File: src/rtl/sram_arb_pkg.sv
// Shared types and defaults for the SRAM port arbiter (FSM encoding, macro geometry).
package sram_arb_pkg;

  localparam int unsigned SRAM_AW      = 13;
  localparam int unsigned SRAM_DW      = 32;
  localparam int unsigned SRAM_BW      = SRAM_DW / 8;
  localparam logic [3:0]  WEN_IDLE     = 4'hF;
  localparam int unsigned DRAIN_CYCLES = 2;

  typedef enum logic [1:0] {
    ST_FUNC  = 2'd0,
    ST_DRAIN = 2'd1,
    ST_BIST  = 2'd2
  } arb_state_e;

endpackage

File: src/rtl/sram_arb_rr.sv
// 2-way round-robin picker: one-hot grant from req, pointer remembers the last winner.
module sram_arb_rr (
  input  logic       clk,
  input  logic       rst_n,
  input  logic       en,
  input  logic [1:0] req,
  output logic [1:0] gnt
);

  // last_q=1 means port1 won last, so port0 wins the next tie
  logic last_q;

  always_comb begin
    gnt = '0;
    if (en) begin
      if (req == 2'b11) begin
        gnt = last_q ? 2'b01 : 2'b10;
      end else begin
        gnt = req;
      end
    end
  end

  always_ff @(posedge clk or negedge rst_n) begin
    if (!rst_n) begin
      last_q <= 1'b1;
    end else if (gnt[0]) begin
      last_q <= 1'b0;
    end else if (gnt[1]) begin
      last_q <= 1'b1;
    end
  end

endmodule

File: src/rtl/sram_port_arbiter.sv
// Shares a single-port SRAM macro between two round-robin functional ports and BIST.
// Optional performance counters are built when SRAM_ARB_PERF_EN is defined.
module sram_port_arbiter
  import sram_arb_pkg::*;
#(
  parameter int unsigned AW = SRAM_AW,
  parameter int unsigned DW = SRAM_DW,
  parameter int unsigned BW = SRAM_BW
) (
  input  logic          clk,
  input  logic          rst_n,
  input  logic          req0,
  input  logic          req1,
  input  logic          we0,
  input  logic          we1,
  input  logic [BW-1:0] be0,
  input  logic [BW-1:0] be1,
  input  logic [AW-1:0] addr0,
  input  logic [AW-1:0] addr1,
  input  logic [DW-1:0] wdata0,
  input  logic [DW-1:0] wdata1,
  output logic          gnt0,
  output logic          gnt1,
  output logic          rvalid0,
  output logic          rvalid1,
  output logic [DW-1:0] rdata,
  input  logic          bist_mode,
  output logic          bist_ready,
  input  logic          bist_cen,
  input  logic [BW-1:0] bist_wen,
  input  logic [AW-1:0] bist_addr,
  input  logic [DW-1:0] bist_d,
  output logic          mem_cen,
  output logic [BW-1:0] mem_wen,
  output logic [AW-1:0] mem_a,
  output logic [DW-1:0] mem_d,
  output logic          mem_oen,
  input  logic [DW-1:0] mem_q
`ifdef SRAM_ARB_PERF_EN
  ,
  output logic [15:0]   gnt_cnt0,
  output logic [15:0]   gnt_cnt1,
  output logic [15:0]   conflict_cnt
`endif
);

  localparam logic [BW-1:0] WEN_OFF = {BW{WEN_IDLE[0]}};

  arb_state_e state_q, state_d;
  logic [1:0] drain_cnt_q;
  logic       grant_en;
  logic       bist_own;

  always_comb begin
    state_d  = state_q;
    grant_en = 1'b0;
    bist_own = 1'b0;
    unique case (state_q)
      ST_FUNC: begin
        if (bist_mode) state_d = ST_DRAIN;
        else           grant_en = 1'b1;
      end
      ST_DRAIN: begin
        if (drain_cnt_q == 2'(DRAIN_CYCLES - 1)) begin
          state_d = bist_mode ? ST_BIST : ST_FUNC;
        end
      end
      ST_BIST: begin
        // Release cycle leaves the macro idle from the command register
        if (bist_mode) bist_own = 1'b1;
        else           state_d  = ST_FUNC;
      end
      default: state_d = ST_FUNC;
    endcase
  end

  always_ff @(posedge clk or negedge rst_n) begin
    if (!rst_n) begin
      state_q     <= ST_FUNC;
      drain_cnt_q <= '0;
    end else begin
      state_q     <= state_d;
      drain_cnt_q <= (state_q == ST_DRAIN) ? drain_cnt_q + 2'd1 : '0;
    end
  end

  logic [1:0] gnt_v;

  sram_arb_rr u_rr (
    .clk   (clk),
    .rst_n (rst_n),
    .en    (grant_en),
    .req   ({req1, req0}),
    .gnt   (gnt_v)
  );

  assign gnt0 = gnt_v[0];
  assign gnt1 = gnt_v[1];

  logic          sel_we;
  logic [BW-1:0] sel_be;
  logic [AW-1:0] sel_addr;
  logic [DW-1:0] sel_wdata;

  always_comb begin
    sel_we    = gnt_v[1] ? we1    : we0;
    sel_be    = gnt_v[1] ? be1    : be0;
    sel_addr  = gnt_v[1] ? addr1  : addr0;
    sel_wdata = gnt_v[1] ? wdata1 : wdata0;
  end

  logic          cmd_cen_q;
  logic [BW-1:0] cmd_wen_q;
  logic [AW-1:0] cmd_a_q;
  logic [DW-1:0] cmd_d_q;
  logic [1:0]    rd_p1_q, rd_p2_q;

  always_ff @(posedge clk or negedge rst_n) begin
    if (!rst_n) begin
      cmd_cen_q <= 1'b1;
      cmd_wen_q <= WEN_OFF;
      cmd_a_q   <= '0;
      cmd_d_q   <= '0;
    end else if (|gnt_v) begin
      cmd_cen_q <= 1'b0;
      cmd_a_q   <= sel_addr;
      cmd_d_q   <= sel_wdata;
      cmd_wen_q <= sel_we ? ~sel_be : WEN_OFF;
    end else begin
      cmd_cen_q <= 1'b1;
      cmd_wen_q <= WEN_OFF;
    end
  end

  // Only reads enter the valid pipe; a write with be=0 stays silent
  always_ff @(posedge clk or negedge rst_n) begin
    if (!rst_n) begin
      rd_p1_q <= '0;
      rd_p2_q <= '0;
    end else begin
      rd_p1_q <= gnt_v & {2{~sel_we}};
      rd_p2_q <= rd_p1_q;
    end
  end

  assign rvalid0    = rd_p2_q[0] & (state_q != ST_BIST);
  assign rvalid1    = rd_p2_q[1] & (state_q != ST_BIST);
  assign rdata      = mem_q;
  assign bist_ready = bist_own;

  always_comb begin
    mem_cen = cmd_cen_q;
    mem_wen = cmd_wen_q;
    mem_a   = cmd_a_q;
    mem_d   = cmd_d_q;
    if (bist_own) begin
      mem_cen = bist_cen;
      mem_wen = bist_wen;
      mem_a   = bist_addr;
      mem_d   = bist_d;
    end
  end

  assign mem_oen = 1'b0;

`ifdef SRAM_ARB_PERF_EN
  logic bist_ready_q;

  always_ff @(posedge clk or negedge rst_n) begin
    if (!rst_n) begin
      bist_ready_q <= 1'b0;
      gnt_cnt0     <= '0;
      gnt_cnt1     <= '0;
      conflict_cnt <= '0;
    end else begin
      bist_ready_q <= bist_ready;
      if (bist_ready && !bist_ready_q) begin
        gnt_cnt0     <= '0;
        gnt_cnt1     <= '0;
        conflict_cnt <= '0;
      end else begin
        if (gnt_v[0] && gnt_cnt0 != 16'hFFFF) gnt_cnt0 <= gnt_cnt0 + 16'd1;
        if (gnt_v[1] && gnt_cnt1 != 16'hFFFF) gnt_cnt1 <= gnt_cnt1 + 16'd1;
        if (state_q == ST_FUNC && req0 && req1 && conflict_cnt != 16'hFFFF)
          conflict_cnt <= conflict_cnt + 16'd1;
      end
    end
  end
`endif

endmodule
File: config.mk
export PLATFORM = sky130hd
export DESIGN_NAME = sram_port_arbiter
export DESIGN_NICKNAME = d
export VERILOG_FILES = /design/src/rtl/sram_arb_pkg.sv /design/src/rtl/sram_arb_rr.sv /design/src/rtl/sram_port_arbiter.sv
export SDC_FILE = /design/constraint.sdc
export NUM_CORES = 1
export LEC_CHECK = 0
export CAP_MARGIN = 10
export CORE_ASPECT_RATIO = 0.75
export CORE_MARGIN = 5
export CORE_UTILIZATION = 35
export DETAILED_ROUTE_END_ITERATION = 8
export PLACE_DENSITY_LB_ADDON = 0.2
export SLEW_MARGIN = 20
export SYNTH_ARGS = -nofsm -noshare
export SYNTH_HDL_FRONTEND = slang
export SYNTH_SLANG_ARGS = --single-unit
File: constraint.sdc
create_clock -name clk -period 2.3 [get_ports clk]
set_clock_uncertainty 0.15 [all_clocks]
set_input_delay 0.23 -clock clk [delete_from_list [all_inputs] [get_ports clk]]
set_output_delay 0.23 -clock clk [all_outputs]
set_load 0.005 [all_outputs]
==> metrics.yaml <==
drc: 0
power.density_mw_per_mm2: 934
period_share_pct: 101
fmax_mhz: 430
routedWlPerCell_um: 19.8
synthCells: 405
async_flop_share_pct: 100
min_period_ns: 2.32
initial_core_util_pct: 36.1
ys_seq_area_share_pct: 39.6
num_rows: 32
synth.most_common_cell: "dfrtp_1"
grt_pass1_wl_um: 21200
cp_max_fo: 12
synth_area_sq_mm: 0.00375
place_ws_ns: 0.0159
dp_hpwl_um: 9710
cts.path.max_buffers: 2
avgSynthCellArea_sq_um: 9.25
vdd_drop_max_uv: 425
r2r-start: "state_q[0]$_DFFE_PN0P_"
violations: "negative setup slack"
hold_viol: 0
gr-usage-all-layers_pct: 21.0
port_buffers: 209
rr_endpoint: "cmd_wen_q[2]$_DFF_PN1_"
worstPathArrival_ns: 1.94
status: "finished, violations left"
min-delay-start: "rd_p1_q[1]$_DFF_PN0_"
fin_nets: 760
yosys.area.top_type: "dfrtp_1"
p_leak_nw: 2.38
crit_path_start_kind: "register"
slew_headroom_pct: 50.9
dieWidth_um: 129
rsz0062_at_grt: "true"
grt_antenna_before_repair: 0
clock_latency_ns: 0.32
synth_edf_count: 0
yosys.cell_types.count: 35
synth_area_leaders: "dfrtp_1 (35%), mux2_2 (15%), a31oi_1 (7.7%)"
first_iter_violations: 308
hold-path-endpoint: "rd_p2_q[1]$_DFF_PN0_"
die_y_um: 99.6
yosys_most_used_dff: "dfrtp_1"
synth_top_area_share_pct: 35.4
min_path_cells: 0
place_congestion: 0.808
worstMarginPinSlew_ns: 0.737
via_per_inst: 5.37
drtPass1Iterations: 4
htree_levels: 3
grt_pass1_vias: 3961
syn-num-nets: 593
holdWs_ns: 0.190
core-area_sq_mm: 0.0104
finalSetupViolCount: 8
worstSetupPathType: "reg2out"
overflow: 0
boundaryPins: 275
diodes: 0
slew_viol_final: 0
cp-end-kind: "output port"
clkSinkCount: 59
r2r_setup_slack_ns: 0.28
hp-class: "reg2reg"
cts_tree: "done"
synth-seq-cells: 59
max_cap_viol_count: 0
vias: 3832
die_area_sq_mm: 0.0129
synth_commonest_cells: "dfrtp_1 (53), mux2_2 (50), a21oi_1 (46), a31oi_1 (46), nand3_1 (45)"
yosysWarnings: 0
clk_pin_slew_ns: 0.05
utilization_pct: 58.7
cts_made_buffers: 9
wirelength_um: 14100
cts-root-buf: "clkbuf_16"
ant_nets: 0
syn2layout_area_growth_pct: 62.5
grt_max_degree: 53
r2r_cells: 7
worst_slack_ns: -0.0233
cp.required_ns: 1.92
drive_gt1_share_pct: 16.5
## per-layer routing
layer | track usage (%) | wire [um] | up-vias | share of wire, %
met5 | 0 | 0 | - | 0
li1 | - | - | 1794 | -
met2 | 36.7 | 6990 | 184 | 50
met3 | 6.01 | 1240 | 19 | 8.8
met1 | 25.4 | 5700 | 1835 | 40
met4 | 5.27 | 172 | 0 | 1.2
## metrics by stage
step | power, mW | TNS, ns | std cells | instance area, sq um
2_1_floorplan | 3.19 | 0 | 405 | 3750
3_3_place_gp | 4.59 | 0 | 691 | 5720
3_5_place_dp | 4.65 | 0 | 691 | 5720
4_1_cts | 5.74 | -0.00718 | 711 | 6000
5_1_grt | 6.07 | -0.745 | 713 | 6090
6_report | 5.68 | -0.153 | 713 | 6090
## repair_timing
item | 4_1_cts | 5_1_grt
pin swaps | 1 | 0
hold buffers | 1 | 0
gates cloned | 1 | 1
hold endpoints to repair | 24 | 0
resized for setup | 31 | 27
setup buffers | 2 | 1
endpoints found under the setup margin | 50 | 21
## how the worst max path moves through the flow
stage,slack (ns),start,end
5_1_grt,-0.1,state_q[0]$_DFFE_PN0P_,mem_d[16]
3_3_place_gp,0.03,bist_mode,mem_d[29]
6_report,-0.02,state_q[0]$_DFFE_PN0P_,mem_wen[1]
3_5_place_dp,0.02,bist_mode,mem_cen
2_1_floorplan,0.65,state_q[0]$_DFFE_PN0P_,cmd_a_q[10]$_DFFE_PN0N_
4_1_cts,-0.007,state_q[0]$_DFFE_PN0P_,mem_a[4]
## kinds of logic (layout without fill, tap and decap cells)
logic type | count (synthesis) | after routing | synth area share [%]
AOI/OAI and AO/OA | 149 | 149 | 22.4
buffers and inverters | 78 | 250 | 12.8
and+or+nand+nor | 67 | 67 | 9.75
DFF | 59 | 59 | 39.6
muxes | 50 | 50 | 15.0
adders and majority gates | 1 | 1 | 0.334
other | 1 | 1 | 0.100
## layout by cell type (no fill, tap or decap), types with 2 or more instances in the layout
master,synthesis,routed
a21o_1,4,4
a21oi_1,46,46
a31oi_1,46,46
and2_1,3,2
buf_12,0,4
buf_4,35,14
clkbuf_1,16,5
clkbuf_16,0,10
clkbuf_8,0,2
clkdlybuf4s15_1,0,12
clkdlybuf4s50_1,0,164
dfrtp_1,53,53
dfstp_2,6,6
dlygate4sd2_1,0,18
dlymetal6s2s_1,0,14
inv_1,2,2
mux2_2,50,50
nand2b_1,2,2
nand3_1,45,45
nand3b_1,2,2
nand4_1,4,4
nor2_1,4,4
o211ai_1,4,4
o21ai_0,39,39
o21ai_1,6,6
## report_power, final
part / internal, mW / switching [mW]
sequential: 1.50 / 0.271
clock: 0.789 / 0.434
combinational: 1.52 / 1.16
total: 3.81 / 1.87
## layout make-up
cell class	count	area, sq um
inverter	3	11.3
clock buffer	16	272
multi-input combinational	268	1790
sequential	59	1480
timing repair buffer	231	2360
tap	136	170
fill	909	4280
## critical path, cell delays in order, from the launching register on
cell and delay [ns]:
dfrtp_1 0.37, nand3b_1 0.20, buf_4 0.18, buf_16 0.15, mux2_2 0.27, clkdlybuf4s50_1 0.45
## state kept, by name, indices dropped and copies added (netlist names)
| name | count |
|---|---|
| cmd_wen_q | 4 |
| u_rr.last_q | 1 |
| cmd_d_q | 32 |
| drain_cnt_q | 2 |
| rd_p2_q | 2 |
| rd_p1_q | 2 |
| cmd_cen_q | 1 |
| state_q | 2 |
| cmd_a_q | 13 |
No activity file was read; power rests on OpenSTA's default activity.
